File: config.mk
export PLATFORM = sky130hd
export DESIGN_NAME = serial_adder
export DESIGN_NICKNAME = d
export VERILOG_FILES = /design/src/rtl/serial_adder_pkg.sv /design/src/rtl/serial_adder_fa.sv /design/src/rtl/serial_adder.sv
export SDC_FILE = /design/constraint.sdc
export NUM_CORES = 1
export LEC_CHECK = 0
export ABC_CLOCK_PERIOD_IN_PS = 1500
export BUFFER_PORTS_ARGS = -buffer_cell sky130_fd_sc_hd__buf_2
export CAP_MARGIN = 40
export CELL_PAD_IN_SITES_DETAIL_PLACEMENT = 0
export CELL_PAD_IN_SITES_GLOBAL_PLACEMENT = 1
export CORE_MARGIN = 2
export CORE_UTILIZATION = 40
export CTS_CLUSTER_SIZE = 10
export DETAILED_ROUTE_END_ITERATION = 12
export PLACE_DENSITY = 0.8
export RECOVER_POWER = 100
export SLEW_MARGIN = 20
export SYNTH_ARGS = -nofsm -noshare
export SYNTH_HDL_FRONTEND = slang
export SYNTH_HIERARCHICAL = 1
export SYNTH_SLANG_ARGS = --single-unit
File: constraint.sdc
create_clock -name clk -period 1.5 [get_ports clk]
set_input_delay 0 -clock clk [delete_from_list [all_inputs] [get_ports clk]]
set_output_delay 0 -clock clk [all_outputs]
set_load 0.05 [all_outputs]
File: src/rtl/serial_adder_pkg.sv
// Shared types and constants for the bit-serial adder.
// FSM encoding and the default operand width.
package serial_adder_pkg;

  localparam int WIDTH_DEF = 8;

  typedef enum logic [1:0] {
    IDLE  = 2'd0,
    SHIFT = 2'd1,
    DONE  = 2'd2
  } state_t;

endpackage

File: src/rtl/serial_adder_fa.sv
// One-bit full adder used for each serial step.
// Purely combinational; state lives in serial_adder.
module full_adder (
  input  logic x,
  input  logic y,
  input  logic c,
  output logic s,
  output logic cout
);

  assign s    = x ^ y ^ c;
  assign cout = (x & y) | (c & (x ^ y));

endmodule

File: src/rtl/serial_adder.sv
// Bit-serial adder: one operand bit per clock, LSB first.
// Define SERIAL_ADDER_OVF_EN to add the registered signed-overflow output ovf.
module serial_adder
  import serial_adder_pkg::*;
#(
  parameter int WIDTH = WIDTH_DEF
) (
  input  logic             clk,
  input  logic             rst_n,
  input  logic             start,
  input  logic [WIDTH-1:0] a,
  input  logic [WIDTH-1:0] b,
  input  logic             cin,
  output logic             busy,
  output logic             done,
  output logic [WIDTH-1:0] sum,
  output logic             cout
`ifdef SERIAL_ADDER_OVF_EN
  ,
  output logic             ovf
`endif
);

  localparam int CW = $clog2(WIDTH + 1);
  localparam logic [CW-1:0] LAST = CW'(WIDTH - 1);

  state_t           state;
  logic [CW-1:0]    cnt;
  logic [WIDTH-1:0] a_sr;
  logic [WIDTH-1:0] b_sr;
  logic             cy;
  logic [WIDTH-2:0] res;
  logic [WIDTH-1:0] res_sh;
  logic             fa_s;
  logic             fa_c;

  full_adder u_fa (
    .x   (a_sr[0]),
    .y   (b_sr[0]),
    .c   (cy),
    .s   (fa_s),
    .cout(fa_c)
  );

  // Partial result keeps only the bits gathered so far; the
  // last step's bit completes it into the full sum.
  assign res_sh = {fa_s, res};

  always_ff @(posedge clk) begin
    if (!rst_n) begin
      state <= IDLE;
      cnt   <= '0;
      a_sr  <= '0;
      b_sr  <= '0;
      cy    <= 1'b0;
      res   <= '0;
      busy  <= 1'b0;
      done  <= 1'b0;
      sum   <= '0;
      cout  <= 1'b0;
`ifdef SERIAL_ADDER_OVF_EN
      ovf   <= 1'b0;
`endif
    end else begin
      done <= 1'b0;
      unique case (state)
        IDLE: begin
          if (start) begin
            a_sr  <= a;
            b_sr  <= b;
            cy    <= cin;
            cnt   <= '0;
            busy  <= 1'b1;
            state <= SHIFT;
          end
        end
        SHIFT: begin
          a_sr <= a_sr >> 1;
          b_sr <= b_sr >> 1;
          cy   <= fa_c;
          res  <= res_sh[WIDTH-1:1];
          cnt  <= cnt + 1'b1;
          if (cnt == LAST) begin
            state <= DONE;
            busy  <= 1'b0;
            done  <= 1'b1;
            sum   <= res_sh;
            cout  <= fa_c;
`ifdef SERIAL_ADDER_OVF_EN
            // cy is the carry into the MSB at this step
            ovf   <= cy ^ fa_c;
`endif
          end
        end
        DONE: begin
          state <= IDLE;
        end
        default: begin
          state <= IDLE;
        end
      endcase
    end
  end

endmodule

==> flow_summary.toml <==
[run_status]
status = "finished, final reports clean"

[logic_synthesis]
syn_nets = 198
synth_seq_area_share = 0.510
ys_ff_latch = 41
ys_types = 32
synth.avg_cell_area_um2 = 9.14
ys_warn_count = 6
syn_area_um2 = 1610
syn_inst = 176

[grt]
antenna_found_initial = 0
grt_max_degree = 20
grt.total_usage = 0.180
grt_overflow = 0
grt_pass1_vias = 1352
grt_pass1_wl_um = 6090

[timing]
fmax_mhz = 724
final_hold_viol_count = 0
holdWs_ns = 0.0102
slew_headroom = 0.602
tightest_slew_ns = 0.600
rsz0062_at_grt = "no"
finalMaxSlewViolations = 0
post-route-min-period_ns = 1.38
worst_clock_skew_ns = 0.00683
finalCritPeriodShare = 0.921
finalSetupViolCount = 0

[clock_tree]
clkTransAtPathRegs_ns = 0.08
cts_max_path_buffers = 2
numCtsBuffers = 5
ctsHoldBuffers = 0
postCtsSetupRepairBufs = 0
clk_root_buffer_cell = "clkbuf_8"
clock_latency_ns = 0.29
cts_sinks = 41
post_cts_resize_count = 1
htree_levels = 2
cts_tree = "built"

[critical_path]
worstSetupPathType = "flop to flop"
end_kind = "flop"
reg2reg_depth = 4
start_kind = "flop"
cp.arrival_ns = 1.56
rrSetupSlack_ns = 0.12
cp_slowest_stage_delay_ns = 0.34
worstPathRequired_ns = 1.68
critPathMaxFanout = 10
r2r_end = "sum[6]"
path_cells = "ha_1 > and3b_1 > and3_4 > a22o_1"
cp_num_buf_inv = 0
reg2reg_from = "cnt[0]"
cp_slowest_cell = "dfxtp_1"
critPathTopFamily = "simple AND/OR/NAND/NOR gates"

[final_layout]
final_cell_mix = "dfxtp_1 (41), a21oi_1 (24), buf_2 (19)"
drive_gt1_frac = 0.177
area_growth_pct = 19.1
final_common_cell = "dfxtp_1"
layout.nets = 231
fin_area_um2 = 1920
diodes = 0

[power]
p_leak_nw = 0.753
p_per_area_nw_per_um2 = 1170
vdd_drop_max_mv = 0.625

[route]
vias = 1410
wire_per_inst_um = 14.1
drtPass1Iterations = 4
remaining_drc_errors = 0
drtIter0Drc = 52
via_per_inst = 5.44
ant_nets = 0
totalWireLength_um = 3650

[floorplanning]
die_y_um = 67.4
pin_count = 31
fp.dieW_um = 67.4
coreArea_um2 = 3940
die_area_um2 = 4550
rows = 23
start_util = 0.408

[placed_design]
placed_cell_area_um2 = 1820
dp_hpwl_um = 2580
place_congestion = 0.763
portBuffers = 30

[worst_hold_path]
min_path_cells = 3
min_path_type = "input port to flop"
min-delay-start = "a[0]"
min_to = "a_sr[0]"

[run]
max-cap-violations = 0
## registers in the layout (all words and copies together) (netlist names)
| signal | flops |
|---|---|
| a_sr | 8 |
| b_sr | 8 |
| busy | 1 |
| cnt | 4 |
| cout | 1 |
| cy | 1 |
| done | 1 |
| res | 7 |
| state | 2 |
| sum | 8 |
## report_power, final
part	switching (mW)	leakage [nW]	internal, mW	total, mW
registers	0.0336	0.335	1.14	1.17
logic	0.130	0.364	0.0927	0.223
clock network	0.361	0.0540	0.483	0.845
total	0.525	0.753	1.71	2.24
## kinds of logic after synthesis
family,share of synthesized area
adders and majority gates,0.0202
buffers and inverters,0.0467
DFF,0.510
and+or+nand+nor,0.119
muxes,0.00622
AOI/OAI and AO/OA,0.298
## stage by stage
stage / TNS, ns / std cells / setup WS (ns) / power (mW) / util
final: 0 / 259 / 0.119 / 2.24 / 0.486
after global routing: 0 / 259 / 0.0205 / 2.34 / 0.486
after floorplan: 0 / 176 / 0.0969 / 1.34 / -
after CTS: 0 / 259 / 0.0330 / 2.26 / 0.489
after detailed placement: -0.00697 / 252 / -0.00489 / 1.42 / 0.462
after global placement: 0 / 252 / 0.0479 / 1.41 / 0.462
## cell usage after synthesis, drive strengths merged
cell	count	area, µm²
a211oi	1	7.51
a21boi	1	7.51
a21oi	25	129
a22o	9	78.8
a22oi	1	7.51
a31oi	2	12.5
and3	2	12.5
and3b	1	8.76
buf	7	41.3
clkbuf	5	18.8
dfxtp	41	821
fa	1	20.0
ha	1	12.5
inv	4	15.0
mux2i	1	10.0
nand2	15	56.3
nand2b	2	12.5
nand3	3	15.0
nor2	14	52.6
nor2b	2	12.5
nor3	1	5.00
nor4bb	1	10.0
o211a	1	10.0
o21ai	16	80.1
o21ba	1	10.0
o21bai	1	7.51
o22ai	4	25.0
o2bb2ai	11	96.3
o31ai	1	7.51
or3	1	6.26
## metal layers
| metal | vias to the layer above | global-route usage | wire [µm] |
|---|---|---|---|
| met5 | - | 0 | 0 |
| met4 | 0 | 0.0969 | 68 |
| met3 | 7 | 0.0450 | 231 |
| met2 | 48 | 0.300 | 1730 |
| met1 | 661 | 0.211 | 1620 |
| li1 | 694 | - | - |
## area by class of cell
| type | count | area (µm²) |
|---|---|---|
| inverter | 4 | 15.0 |
| fill | 387 | 2030 |
| clock inverter | 2 | 35.0 |
| tap | 50 | 62.6 |
| timing repair buffer | 38 | 196 |
| multi-input combinational | 119 | 718 |
| clock buffer | 5 | 68.8 |
| sequential | 41 | 821 |
## worst reg2reg max path, delay by kind of cell (launching register included)
family          cells  cell delay [ns]
flops               1             0.34
fa+ha+maj           1             0.23
simple gates        2             0.48
compound gates      1             0.24
## worst max path at each step
stage / startpoint / to / slack, ns / cells past startpoint
floorplan: cnt[0] / cout / 0.1 / 5
global placement: cnt[0] / sum[7] / 0.05 / 4
detailed placement: cnt[0] / sum[6] / -0.005 / 4
CTS: cnt[0] / sum[3] / 0.03 / 4
global route: cnt[0] / busy / 0.02 / 5
finish: cnt[0] / sum[6] / 0.12 / 4
No activity file was read; power rests on OpenSTA's default activity.
